$ cat config.mk
export PLATFORM = sky130hd
export DESIGN_NAME = window3x3_gen_fp16
export DESIGN_NICKNAME = d
export VERILOG_FILES = /design/src/rtl/acc_pkg.sv /design/src/rtl/line_buffer_fp16.sv /design/src/rtl/window3x3_gen_fp16.sv
export SDC_FILE = /design/constraint.sdc
export NUM_CORES = 2
export LEC_CHECK = 0
export CORE_UTILIZATION = 66
export DETAILED_ROUTE_END_ITERATION = 10
export PLACE_DENSITY = 0.85
export SYNTH_ARGS = -nofsm -noshare
export SYNTH_HDL_FRONTEND = slang
export SYNTH_SLANG_ARGS = --single-unit
$ cat constraint.sdc
create_clock -name clk -period 22.4 [get_ports clk]
set_clock_uncertainty 0.15 [all_clocks]
set_input_delay 4.48 -clock clk [delete_from_list [all_inputs] [get_ports clk]]
set_output_delay 4.48 -clock clk [all_outputs]
set_load 0.02 [all_outputs]
$ cat src/rtl/acc_pkg.sv
// Shared accelerator types: fp16 pixel and the 9-tap window bundle that the
// window generator, adder tree and MAC array exchange.
package acc_pkg;

  localparam int DATA_W   = 16;
  localparam int WIN_TAPS = 9;

  typedef logic [15:0] fp16_t;
  typedef fp16_t [8:0] win9_t;

endpackage

$ cat src/rtl/line_buffer_fp16.sv
// One-row line buffer: single address, combinational read of the old word,
// write of the new word on the same clock edge (read-before-write).
// Contents are deliberately not reset; the consumer masks stale rows.
module line_buffer_fp16
  import acc_pkg::*;
#(
  parameter int DEPTH  = 32,
  parameter int DATA_W = acc_pkg::DATA_W,
  parameter int AW     = (DEPTH > 1) ? $clog2(DEPTH) : 1
) (
  input  logic              clk,
  input  logic              we,
  input  logic [AW-1:0]     addr,
  input  logic [DATA_W-1:0] wdata,
  output logic [DATA_W-1:0] rdata
);

  logic [DATA_W-1:0] mem_q [DEPTH];

  assign rdata = mem_q[addr];

  // Store the incoming word at the current column when enabled.
  always_ff @(posedge clk) begin
    if (we) begin
      mem_q[addr] <= wdata;
    end
  end

endmodule

$ cat src/rtl/window3x3_gen_fp16.sv
// Streaming 3x3 sliding-window generator. Pixels arrive in raster order,
// two line buffers supply the rows above, and a single output register
// presents each complete window with a valid/ready handshake.
module window3x3_gen_fp16
  import acc_pkg::*;
#(
  parameter int IMG_W  = 32,
  parameter int IMG_H  = 32,
  parameter int DATA_W = acc_pkg::DATA_W
) (
  input  logic                              clk,
  input  logic                              rst,
  input  logic                              in_valid,
  output logic                              in_ready,
  input  logic [DATA_W-1:0]                 in_data,
  input  logic                              in_sof,
  output logic                              win_valid,
  input  logic                              win_ready,
  output logic [WIN_TAPS-1:0][DATA_W-1:0]   win_data,
  output logic                              win_last
);

  localparam int CW = (IMG_W > 1) ? $clog2(IMG_W) : 1;
  localparam int RW = (IMG_H > 1) ? $clog2(IMG_H) : 1;
  localparam logic [CW-1:0] COL_LAST = CW'(IMG_W - 1);
  localparam logic [RW-1:0] ROW_LAST = RW'(IMG_H - 1);

  typedef logic [WIN_TAPS-1:0][DATA_W-1:0] win_t;

  logic [RW-1:0]     row_q, row_d, cur_row_s;
  logic [CW-1:0]     col_q, col_d, cur_col_s;
  win_t              win_q, win_d;
  win_t              out_data_q, out_data_d;
  logic              out_valid_q, out_valid_d;
  logic              out_last_q, out_last_d;
  logic              accept_s, load_s;
  logic [DATA_W-1:0] lb0_rd_s, lb1_rd_s;

  // One output stage: a new pixel is taken whenever the held window leaves.
  assign in_ready = !out_valid_q || win_ready;
  assign accept_s = in_valid && in_ready;

  // lb0 holds the previous row; lb1 holds the row before that.
  line_buffer_fp16 #(.DEPTH(IMG_W), .DATA_W(DATA_W), .AW(CW)) u_lb0 (
    .clk   (clk),
    .we    (accept_s),
    .addr  (cur_col_s),
    .wdata (in_data),
    .rdata (lb0_rd_s)
  );

  line_buffer_fp16 #(.DEPTH(IMG_W), .DATA_W(DATA_W), .AW(CW)) u_lb1 (
    .clk   (clk),
    .we    (accept_s),
    .addr  (cur_col_s),
    .wdata (lb0_rd_s),
    .rdata (lb1_rd_s)
  );

  // Position of the pixel on the input bus; start-of-frame forces (0,0).
  always_comb begin
    if (in_sof) begin
      cur_row_s = '0;
      cur_col_s = '0;
    end else begin
      cur_row_s = row_q;
      cur_col_s = col_q;
    end
  end

  // Raster counters advance once per accepted pixel and wrap at frame end.
  always_comb begin
    row_d = row_q;
    col_d = col_q;
    if (accept_s) begin
      if (cur_col_s == COL_LAST) begin
        col_d = '0;
        if (cur_row_s == ROW_LAST) begin
          row_d = '0;
        end else begin
          row_d = cur_row_s + RW'(1);
        end
      end else begin
        col_d = cur_col_s + CW'(1);
        row_d = cur_row_s;
      end
    end else begin
      row_d = row_q;
      col_d = col_q;
    end
  end

  // Shift the window one column left and insert {row-2, row-1, new pixel}.
  always_comb begin
    win_d = win_q;
    if (accept_s) begin
      for (int r = 0; r < 3; r++) begin
        win_d[3*r]     = win_q[3*r + 1];
        win_d[3*r + 1] = win_q[3*r + 2];
      end
      win_d[2] = lb1_rd_s;
      win_d[5] = lb0_rd_s;
      win_d[8] = in_data;
    end else begin
      win_d = win_q;
    end
  end

  // Only positions with two full rows and columns behind them emit a window.
  assign load_s = accept_s && (cur_row_s >= RW'(2)) && (cur_col_s >= CW'(2));

  // Output register: load a fresh window, drain on ready, otherwise hold.
  always_comb begin
    out_valid_d = out_valid_q;
    out_data_d  = out_data_q;
    out_last_d  = out_last_q;
    if (load_s) begin
      out_valid_d = 1'b1;
      out_data_d  = win_d;
      out_last_d  = (cur_row_s == ROW_LAST) && (cur_col_s == COL_LAST);
    end else if (win_ready) begin
      out_valid_d = 1'b0;
    end else begin
      out_valid_d = out_valid_q;
    end
  end

  // State registers with asynchronous clear.
  always_ff @(posedge clk or posedge rst) begin
    if (rst) begin
      row_q       <= '0;
      col_q       <= '0;
      win_q       <= '0;
      out_data_q  <= '0;
      out_valid_q <= 1'b0;
      out_last_q  <= 1'b0;
    end else begin
      row_q       <= row_d;
      col_q       <= col_d;
      win_q       <= win_d;
      out_data_q  <= out_data_d;
      out_valid_q <= out_valid_d;
      out_last_q  <= out_last_d;
    end
  end

  assign win_valid = out_valid_q;
  assign win_data  = out_data_q;
  assign win_last  = out_last_q;

endmodule

# Yosys cells after proc, flatten, opt, wreduce, memory -nomap -nowiden
# Memories as Yosys holds them, arrays and structs flattened.
# Cells that the tools add are included.
[op_classes]
order_cmp = 2
n_eq_ne = 2
add_sub_neg = 2
mux = 10
reduce_logical = 7
[op_table]
columns = ["operator", "count"]
rows = [
  ["two-way mux 144 bit", 1],
  ["two-way mux 5 bit", 5],
  ["adder 5 x 1 -> 5 bit (second input constant)", 2],
  ["== test 5 bit (second input constant)", 2],
  [">= comparator 5 x 2 -> 1 bit (second input constant)", 2],
  ["logical AND 1 bit", 4],
  ["two-way mux 1 bit", 4],
  ["nonzero test 2 bit", 1],
  ["zero test 1 bit", 1],
  ["logical OR 1 bit", 1],
]
[word_totals]
mem_count = 2
wordCells = 47
out_inout_bits = 147
in_bits = 21
regBits = 300
ramBits = 1024
[mem_list]
columns = ["name", "words", "width", "rd", "rd_clocked_by_memory_dff", "write_ports", "line_no", "source"]
rows = [
  ["u_lb0.mem_q", 32, 16, 1, 0, 1, "line_buffer_fp16.sv:18", "logic [DATA_W-1:0] mem_q [DEPTH];"],
  ["u_lb1.mem_q", 32, 16, 1, 0, 1, "line_buffer_fp16.sv:18", ""],
]

# Logic depth before layout (Yosys ltp)
[logic_depth]
ltp_word = 6
mapped_depth = 14
depth_no_buf = 8

# By module
# From an unflattened synthesis, not the netlist that was laid out.
[unflattened]
cells_unflattened = 2934
hier_area_um2 = 49353.6
[by_module_without_submodules]
columns = ["module", "n_inst", "cells_per_inst", "area_per_inst_um2"]
rows = [
  ["line_buffer_fp16", 2, 1070, 19728.9],
  ["window3x3_gen_fp16", 1, 794, 9895.7],
]

# Worst setup path after synthesis
# No wires, ideal clock.
[synth_path]
kind = "in2out"
from = "input win_ready"
to = "output in_ready"
cell_stages = 1
t_required_ps = 17770
path_buffers = 0
arrival_ps = 4723
path_slack_ps = 13047
path_cell_list = "nand2b_1"
[synth_via]
elab_chain_len = 1
[synth_lines]
columns = ["element", "line_no", "source"]
rows = [
  ["start: declaration", "window3x3_gen_fp16.sv:18", "input logic win_ready,"],
  ["logical OR 1 bit", "window3x3_gen_fp16.sv:40", "assign in_ready = !out_valid_q || win_ready;"],
  ["end: declaration", "window3x3_gen_fp16.sv:14", "output logic in_ready,"],
]
# No other way between the ends.

# Worst setup path in the final report
# Same ends and word-level chain as after synthesis.

==> results by group <==
Status
  – Status: complete, no violations

Floorplanning
  – Core ar.: about 76000 um^2
  – Num rows: 101
  – Die X: approximately 280 um
  – Die H: ~280 um
  – Starting Density: between 60% and 70%
  – Number of placed I/O pins: roughly 170
  – Die ar.: 78600 um^2

Route
  – # DRC: 0
  – Antenna viol nets, final: 0
  – Wirelength, routed: 144000 um
  – Vias: approximately 33k
  – 1st-iter DRT viols: around 5.8k
  – Vias/cell: about 7.0
  – Drt first pass iters: 8
  – WL/cell: 30.4 um

Layout
  – Final Util: between 70% and 80%
  – Area delta synth->final: 13.5%
  – Final Instance Area: between 50000 and 60000 um^2
  – # nets final: roughly 3.6k
  – Commonest cells after routing, fill and taps aside: 1024 x edfxtp_1, 446 x nor2_1, 430 x nand2_1, 297 x dfrtp_1, 196 x mux2i_1
  – Commonest non-fill, non-tap cell in the layout: edfxtp_1
  – Share of layout cells above drive strength 1: 11.9%

Yosys
  – Synthesized area: 51200 um^2
  – Share of synthesized registers carrying an async set or reset: 22.7%
  – Area leader, netlist: edfxtp_1
  – Synth top area cells: edfxtp_1 60%, dfrtp_1 15%, mux2i_1 3.8%
  – Post-synth EDFFs: 1024
  – Mapped Nets: between 3k and 4k
  – Mapped Cells: between 3k and 4k
  – Synth Flop Type: edfxtp_1
  – Synth Warn #: 0
  – Avg Inst Size Synth: 14.9 um^2
  – Post-synth top area share: around 60%
  – Post-synthesis sequential area ratio: between 70% and 80%
  – Number of synthesized register bits: around 1.3k
  – Netlist cell types: 75

Clock tree
  – Max Buffers Root-to-Sink: 3
  – Clock Sinks: approximately 1.3k
  – Setup Buffers After CTS: 0
  – Root buf cell: clkbuf_16
  – TritonCTS clock tree: done
  – Worst-Skew Late Latency: approximately 730 ps
  – Post-CTS Hold Buffers: 0
  – Clk slew on worst S/H paths: around 60 ps
  – Post-CTS sizing: 0
  – Total CTS buffers: ~120
  – H-Tree Depth: 3

STA
  – Max_slew headroom: between 7 and 8%
  – Fmax: approximately 96 MHz
  – Worst slew pin tran: 1380 ps
  – Min Clock Period, post-route: approximately 10000 ps
  – Setup TNS: 0 ps
  – Hold Fails Final Rpt: 0
  – Slew Viols, Final: 0
  – Period utilisation layout: between 40% and 50%
  – Final setup vio count: 0
  – RSZ-0062 raised after global routing: false
  – Final worst slack: between 10000 and 15000 ps

Worst setup path
  – Critical Setup Path Class: primary input to output port
  – Reg-to-reg startpoint: col_q[1]
  – Crit path launch: win_ready
  – Max Fanout on Critical Path: 4
  – Critical path endpoint category: output port
  – Worst Path Required: 17770 ps
  – CP Data Arrival Time: roughly 5800 ps
  – R2R setup slack: between 15000 and 20000 ps
  – Worst setup SP type: primary input

Global route
  – First-pass GRT wire length: approximately 210000 um
  – Number of global-route vias before repair: approximately 32k
  – Largest net degree at the start of global routing: 146
  – Initial antenna violation count: 6
  – Congestion Overflow GR: 0
  – Total track usage: between 30% and 40%

Placement
  – Number of port buffers: 167
  – DP Area: about 54000 um^2
  – Routability congestion estimate: 0.893
  – Place WS: between 10000 and 15000 ps
  – HPWL Detailed: around 79000 um

Power
  – P per Cell Area: ~94 nW/um^2
  – Total Power: approximately 5.5 mW
  – LEAKAGE: between 20 and 25 nW
  – Maximum vdd drop: 0.0747 mV

Job
  – Max_cap viols: 0

Worst hold path
  – Min-Delay Startpoint: win_q[62]
  – HP Class: flip-flop to flip-flop
[worst max-delay path, stage by stage]
cell and delay, ps:
clkdlybuf4s50_1 440, nand2b_1 230, clkdlybuf4s50_1 650
[logic make-up (layout without fill, tap and decap cells)]
group / count (synthesis) / after routing / synth area share (%)
muxes: 303 / 303 / 6.64
and+or+nand+nor: 1061 / 1061 / 8.63
DFF: 1324 / 1324 / 74.8
AOI/OAI and AO/OA: 524 / 524 / 7.69
buffers and inverters: 228 / 497 / 2.19
other: 0 / 1 / 0
adders and majority gates: 3 / 3 / 0.0734
[cells in the mapped netlist (all sizes together) (10+ instances only)]
library cell	count
a211oi	55
mux2	92
nor2b	32
a2bb2oi	20
nand2	432
o211ai	15
o21ai	54
nor3	17
buf	118
mux2i	196
and2	10
o22ai	36
a21oi	85
or4	11
dfrtp	300
mux4	15
nor3b	15
edfxtp	1024
nor2	482
nand3	21
o221ai	22
a22oi	20
a221oi	151
clkbuf	105
[metrics by stage]
stage,instances,hold slack [ps]
floorplan,3443,292
detailed placement,4512,309
finish,4743,324
global placement,4512,305
CTS,4742,324
global route,4742,341
[power by group]
| group | internal [mW] | switching (mW) |
|---|---|---|
| Combinational | 0.172 | 0.410 |
| Sequential | 2.78 | 0.0459 |
| Clock | 1.17 | 0.908 |
| Total | 4.12 | 1.36 |
[routing by layer]
metal | GRT usage, % | share of wire, %
met5 | 0 | 0.089
met4 | 21.7 | 6.8
met3 | 11.6 | 15
met2 | 55.3 | 45
met1 | 47.6 | 33
[final cells by class]
class / instances / area, um^2
clock inverters: 78 / 781
diodes: 1 / 2.50
flip-flops and latches: 1324 / 38300
well taps: 1030 / 1290
repair buffers: 262 / 2390
multi-input cells: 1891 / 12100
fillers: 4027 / 18300
inverters: 5 / 26.3
clock buffers: 152 / 3210
[sequential cells by signal (all words and copies together) (netlist names)]
register	flops
col_q	5
row_q	5
u_lb0.mem_q	512
u_lb1.mem_q	512
win_data	144
win_last	1
win_q	144
win_valid	1
[final timing paths]
kind / endpoint / cells after the start
worst max-delay path: in_ready / 3
worst min register to register: win_q[62] / 2
min in group asynchronous: win_data[77] / 2
worst max register to register: win_q[94] / 9
max in group asynchronous: win_q[132] / 4
worst min-delay path: win_q[62] / 2
(Power assumes the default switching activity.)
